### config.mk
export PLATFORM = sky130hd
export DESIGN_NAME = instr_loader
export DESIGN_NICKNAME = d
export VERILOG_FILES = /design/src/rtl/instr_loader.sv
export SDC_FILE = /design/constraint.sdc
export NUM_CORES = 1
export LEC_CHECK = 0
export CAP_MARGIN = 20
export CELL_PAD_IN_SITES_DETAIL_PLACEMENT = 1
export CELL_PAD_IN_SITES_GLOBAL_PLACEMENT = 1
export CORE_ASPECT_RATIO = 0.8
export CORE_MARGIN = 2
export CORE_UTILIZATION = 37
export CTS_BUF_LIST = sky130_fd_sc_hd__clkbuf_8 sky130_fd_sc_hd__clkbuf_16
export CTS_CLUSTER_SIZE = 16
export DETAILED_ROUTE_END_ITERATION = 10
export HOLD_SLACK_MARGIN = 0.08
export PLACE_DENSITY_LB_ADDON = 0.1
export SYNTH_ARGS = -nofsm -noshare
export SYNTH_HDL_FRONTEND = slang
export SYNTH_SLANG_ARGS = --single-unit
### constraint.sdc
create_clock -name clk -period 2.47 [get_ports clk]
set_input_delay 0.3705 -clock clk [delete_from_list [all_inputs] [get_ports clk]]
set_output_delay 0.3705 -clock clk [all_outputs]
set_load 0.005 [all_outputs]
### src/rtl/instr_loader.sv
// Program loader: assembles little-endian 32-bit words from a byte stream and
// drives the instruction-memory init write port until HALT or memory full.
module instr_loader #(
  parameter int unsigned  NB_ADDR   = 8,
  parameter int unsigned  ADDR_STEP = 4,
  parameter logic [31:0]  HALT_WORD = 32'hFFFF_FFFF
) (
  input  logic               clk,
  input  logic               i_rst_n,
  input  logic               i_start,
  input  logic [7:0]         i_rx_data,
  input  logic               i_rx_valid,
  output logic               o_we,
  output logic [31:0]        o_inst_addr,
  output logic [31:0]        o_instr_data,
  output logic               o_busy,
  output logic               o_done,
  output logic [NB_ADDR:0]   o_word_count
);

  localparam logic [NB_ADDR:0]   MAX_WORDS = (NB_ADDR+1)'((2**NB_ADDR) / ADDR_STEP);
  localparam logic [NB_ADDR-1:0] STEP      = NB_ADDR'(ADDR_STEP);

  typedef enum logic [1:0] {
    IDLE = 2'd0,
    LOAD = 2'd1,
    DONE = 2'd2
  } state_t;

  state_t             state, state_nxt;
  logic [1:0]         idx_p0;
  logic [23:0]        lanes_p0;
  logic [NB_ADDR-1:0] addr_p0;
  logic [NB_ADDR:0]   word_count;
  logic               vld_p1;
  logic [31:0]        word_p1;
  logic [31:0]        addr_p1;

  logic               term;
  logic               accept;
  logic               word_last;
  logic               clear;

  // The word being written in this cycle decides termination; its count is
  // still the pre-write value, so "this write fills memory" is count+1 == MAX.
  always_comb begin
    term      = vld_p1 && ((word_p1 == HALT_WORD) || (word_count + 1'b1 == MAX_WORDS));
    accept    = (state == LOAD) && i_rx_valid && !term;
    word_last = accept && (idx_p0 == 2'd3);
    clear     = (state != LOAD) && i_start;
  end

  always_comb begin
    state_nxt = state;
    case (state)
      IDLE:    if (i_start) state_nxt = LOAD;
      LOAD:    if (term)    state_nxt = DONE;
      DONE:    if (i_start) state_nxt = LOAD;
      default: state_nxt = IDLE;
    endcase
  end

  always_ff @(posedge clk) begin
    if (!i_rst_n) begin
      state      <= IDLE;
      idx_p0     <= 2'd0;
      lanes_p0   <= 24'd0;
      addr_p0    <= '0;
      word_count <= '0;
      vld_p1     <= 1'b0;
      word_p1    <= 32'd0;
      addr_p1    <= 32'd0;
    end else begin
      state  <= state_nxt;
      vld_p1 <= word_last;
      if (clear) begin
        idx_p0     <= 2'd0;
        addr_p0    <= '0;
        word_count <= '0;
      end else begin
        // p0: byte assembly
        if (accept) begin
          idx_p0 <= idx_p0 + 2'd1;
          case (idx_p0)
            2'd0:    lanes_p0[7:0]   <= i_rx_data;
            2'd1:    lanes_p0[15:8]  <= i_rx_data;
            2'd2:    lanes_p0[23:16] <= i_rx_data;
            default: lanes_p0        <= lanes_p0;
          endcase
        end
        // p1: completed word presented on the write port
        if (word_last) begin
          word_p1 <= {i_rx_data, lanes_p0};
          addr_p1 <= {{(32-NB_ADDR){1'b0}}, addr_p0};
          addr_p0 <= addr_p0 + STEP;
        end
        if (vld_p1) word_count <= word_count + 1'b1;
      end
    end
  end

  assign o_we         = vld_p1;
  assign o_inst_addr  = addr_p1;
  assign o_instr_data = word_p1;
  assign o_busy       = (state == LOAD);
  assign o_done       = (state == DONE);
  assign o_word_count = word_count;

endmodule

==> run metrics <==
P_leak=0.00168 uW; Final Hold Vio Count=0; synthesized cell area=around 0.0039 sq mm; Vias=between 3000 and 4000; critical path's largest stage delay=0.44 ns; Setup crit start kind=flip-flop; Core Region=slightly above 0.01 sq mm; part of the cycle the worst path needs=0.913; Initial Utilization=0.379; CTS resizes=0; worst relative slew slack=0.593; WL/cell=about 17 um; Fillers=roughly 1200; die area=0.0113 sq mm; R2R Setup Slk=between 0.2 and 0.25 ns; Final WS setup=0.215 ns; Ys Warns=0; worst slew pin tran=a little over 0.6 ns; I/O Pins=88; crit-path leading delay family=compound AO/OA/AOI/OAI gates; final std cells w/o fill=approximately 640; Slew Viols, Final=0; vias in the first global route=approximately 3200; HPWL after DPL=7900 um; Num Clock Sinks=between 80 and 90; DRT antenna net count=0; Hold WC Path Type=flip-flop to flip-flop; cts bufs inserted=9; Max Fanout on Critical Path=8; Worst Setup EP=lanes_p0[0]; R2R depth=7; Pwr Density=585 mW/mm^2; Final Power=roughly 2800 uW; Hold Slack=around 0.46 ns; Worst Skew=about 0.006 ns; Cells after DPL=between 600 and 700; ys async rst share=0; share of post-route cells with drive strength above 1=0.0869; Max Cap Viol=0; die height=around 96 um; total global routing overflow=0; CTS tree=built; Yosys reg bits=slightly above 80; Setup TNS Final=0 ns; post-synthesis cell count=between 400 and 500; Root Buffer=clkbuf_16; Worst setup startpoint=o_word_count[0]; PortBufs=61; Worst Setup Path Type=flip-flop to flip-flop; total iterations of the first detailed-routing run=4; Worst setup EP type=flip-flop; antenna violations before repair=0; Worst path depth=7; CP Data Arrival Time=roughly 2.5 ns; post-place setup slack=roughly 0.096 ns; largest net degree at the start of global routing=34; Post-synth top flop=dfxtp_1; status=finished, final reports clean; Netlist cell types=between 40 and 50; DR vias/cell=roughly 5.3; CTS Hold Buffers Added=0; setup bufs post-CTS=0; area of the multi-input gates=approximately 0.0019 sq mm; Antenna diodes=0; Critical Path RT=around 2.7 ns; EDFF count, synth=0; final WL=between 10000 and 15000 um; Avg Cell Area, Syn=8.85 sq um; Initial DRC Count=~180; final routed DRC violation total=0; CP max stage cell=o311a_1; setup violators final=0; Max clock buf depth=2; later-pin clock latency in the skew report=roughly 0.34 ns; Sequential Area=between 0.0015 and 0.002 sq mm; Total GRT Usage=0.199; global-route wire length before repair=17400 um; r2r endpoint=lanes_p0[0]; site row count=33; top achievable clock speed=around 0.44 GHz; worst reg2reg path startpoint=o_word_count[0]; DIE WIDTH=118 um; GPL Wtd Cong=a little over 0.7; Area Growth Syn to Fin=24.8%; Tmin final=between 2 and 2.5 ns; RSZ-0062 raised after global routing=false; nets@finish=between 500 and 600; CP cell instances=ha_2 -> nand2_1 -> nor3_1 -> o311a_1 -> a22oi_4 -> o2111a_2 -> mux2i_1; H-tree depth=3; peak supply drop=~0.00027 V; clock slew at reported path FFs=around 0.06 ns; Buf/Inv on CP=0; post-synthesis sequential area ratio=0.423
-- cells in the final DEF, fill, tap and decap left out, drive strengths merged, types with 2 or more instances in the layout --
cell type      netlist  routed
inv                  5       6
or3                  2       2
and4                 2       2
nand2b               2       2
nand2               47      47
o21ai                7       7
nor2b                2       2
clkinv               1       2
conb                 1      26
nand3               42      42
a21oi               48      48
buf                 46      21
dfxtp               82      82
or2                  2       2
o2111a               3       3
a2111o               2       2
nor3                 4       4
xor2                 5       5
nor4                 2       2
nor2                 8       8
clkinvlp             0       2
mux2i               29      29
nand4               10      10
o211ai              39      39
ha                   7       7
and3                 4       4
clkdlybuf4s50        0      61
xnor2                3       3
a21boi               2       2
clkbuf              20      11
-- worst register-to-register path: stages (launching register included) --
cell	delay [ns]
dfxtp_1	0.37
ha_2	0.24
nand2_1	0.13
nor3_1	0.07
o311a_1	0.44
a22oi_4	0.30
o2111a_2	0.39
mux2i_1	0.25
-- cells by family after synthesis --
group / count (synthesis) / share of synthesized area
XOR/XNOR: 8 / 0.0181
AO/OA/AOI/OAI: 110 / 0.189
buffers and inverters: 72 / 0.111
AND/OR/NAND/NOR: 129 / 0.160
adder cells (fa/ha/maj): 7 / 0.0226
flip-flops: 82 / 0.423
multiplexers: 29 / 0.0749
other: 1 / 0.000967
-- through the flow --
stage                util  area [sq um]
CTS                 0.471          4820
global placement    0.441          4520
floorplan               -          3970
finish              0.473          4840
detailed placement  0.441          4520
global route        0.473          4840
-- where the power goes --
part / switching (uW) / total [uW] / internal [uW]
sequential: 5.53 / 1340 / 1330
combinational: 72.7 / 116 / 43.5
clock: 545 / 1380 / 833
-- layer usage --
metal / routed length (um) / global-route usage
met5: 0 / 0
met2: 4760 / 0.303
met1: 5650 / 0.279
met3: 439 / 0.0461
met4: 116 / 0.0635
-- layout make-up --
type,count,share of cell area
multi-input combinational,309,0.394
clock inverter,5,0.0111
tap,140,0.0362
sequential,82,0.339
timing repair buffer,82,0.162
clock buffer,11,0.0522
inverter,6,0.00465
-- Yosys cell counts, types with 2 or more instances --
| library cell | number | area (sq um) |
|---|---|---|
| a2111o_1 | 2 | 22.5 |
| ha_1 | 7 | 87.6 |
| nand3_1 | 42 | 210 |
| nor2_1 | 8 | 30.0 |
| o211ai_1 | 39 | 293 |
| or3_1 | 2 | 12.5 |
| buf_6 | 2 | 22.5 |
| nand4_1 | 10 | 62.6 |
| nand2b_1 | 2 | 12.5 |
| and4_1 | 2 | 17.5 |
| and3_1 | 4 | 25.0 |
| o21ai_0 | 5 | 25.0 |
| buf_4 | 36 | 270 |
| clkbuf_1 | 20 | 75.1 |
| inv_1 | 5 | 18.8 |
| mux2i_1 | 29 | 290 |
| xor2_1 | 5 | 43.8 |
| nor4_1 | 2 | 12.5 |
| buf_2 | 8 | 40.0 |
| nor3_1 | 4 | 20.0 |
| dfxtp_1 | 82 | 1640 |
| o2111a_1 | 3 | 33.8 |
| o21ai_1 | 2 | 10.0 |
| xnor2_1 | 3 | 26.3 |
| nand2_1 | 47 | 176 |
| a21oi_1 | 48 | 240 |
| or2_2 | 2 | 12.5 |
-- registers in the layout (all words and copies together), names as in the netlist --
signal        flops
state             2
o_we              1
idx_p0            2
addr_p0           6
o_inst_addr       6
lanes_p0         24
o_word_count      9
o_instr_data     32
-- worst min path at each step --
| stage | startpoint | end | cells past startpoint |
|---|---|---|---|
| 2_1_floorplan | lanes_p0[0] | lanes_p0[0] | 2 |
| 3_3_place_gp | lanes_p0[19] | lanes_p0[19] | 2 |
| 3_5_place_dp | lanes_p0[14] | lanes_p0[14] | 2 |
| 4_1_cts | lanes_p0[21] | lanes_p0[21] | 2 |
| 5_1_grt | lanes_p0[1] | lanes_p0[1] | 2 |
| 6_report | lanes_p0[21] | lanes_p0[21] | 2 |
No activity file was read; power rests on OpenSTA's default activity.
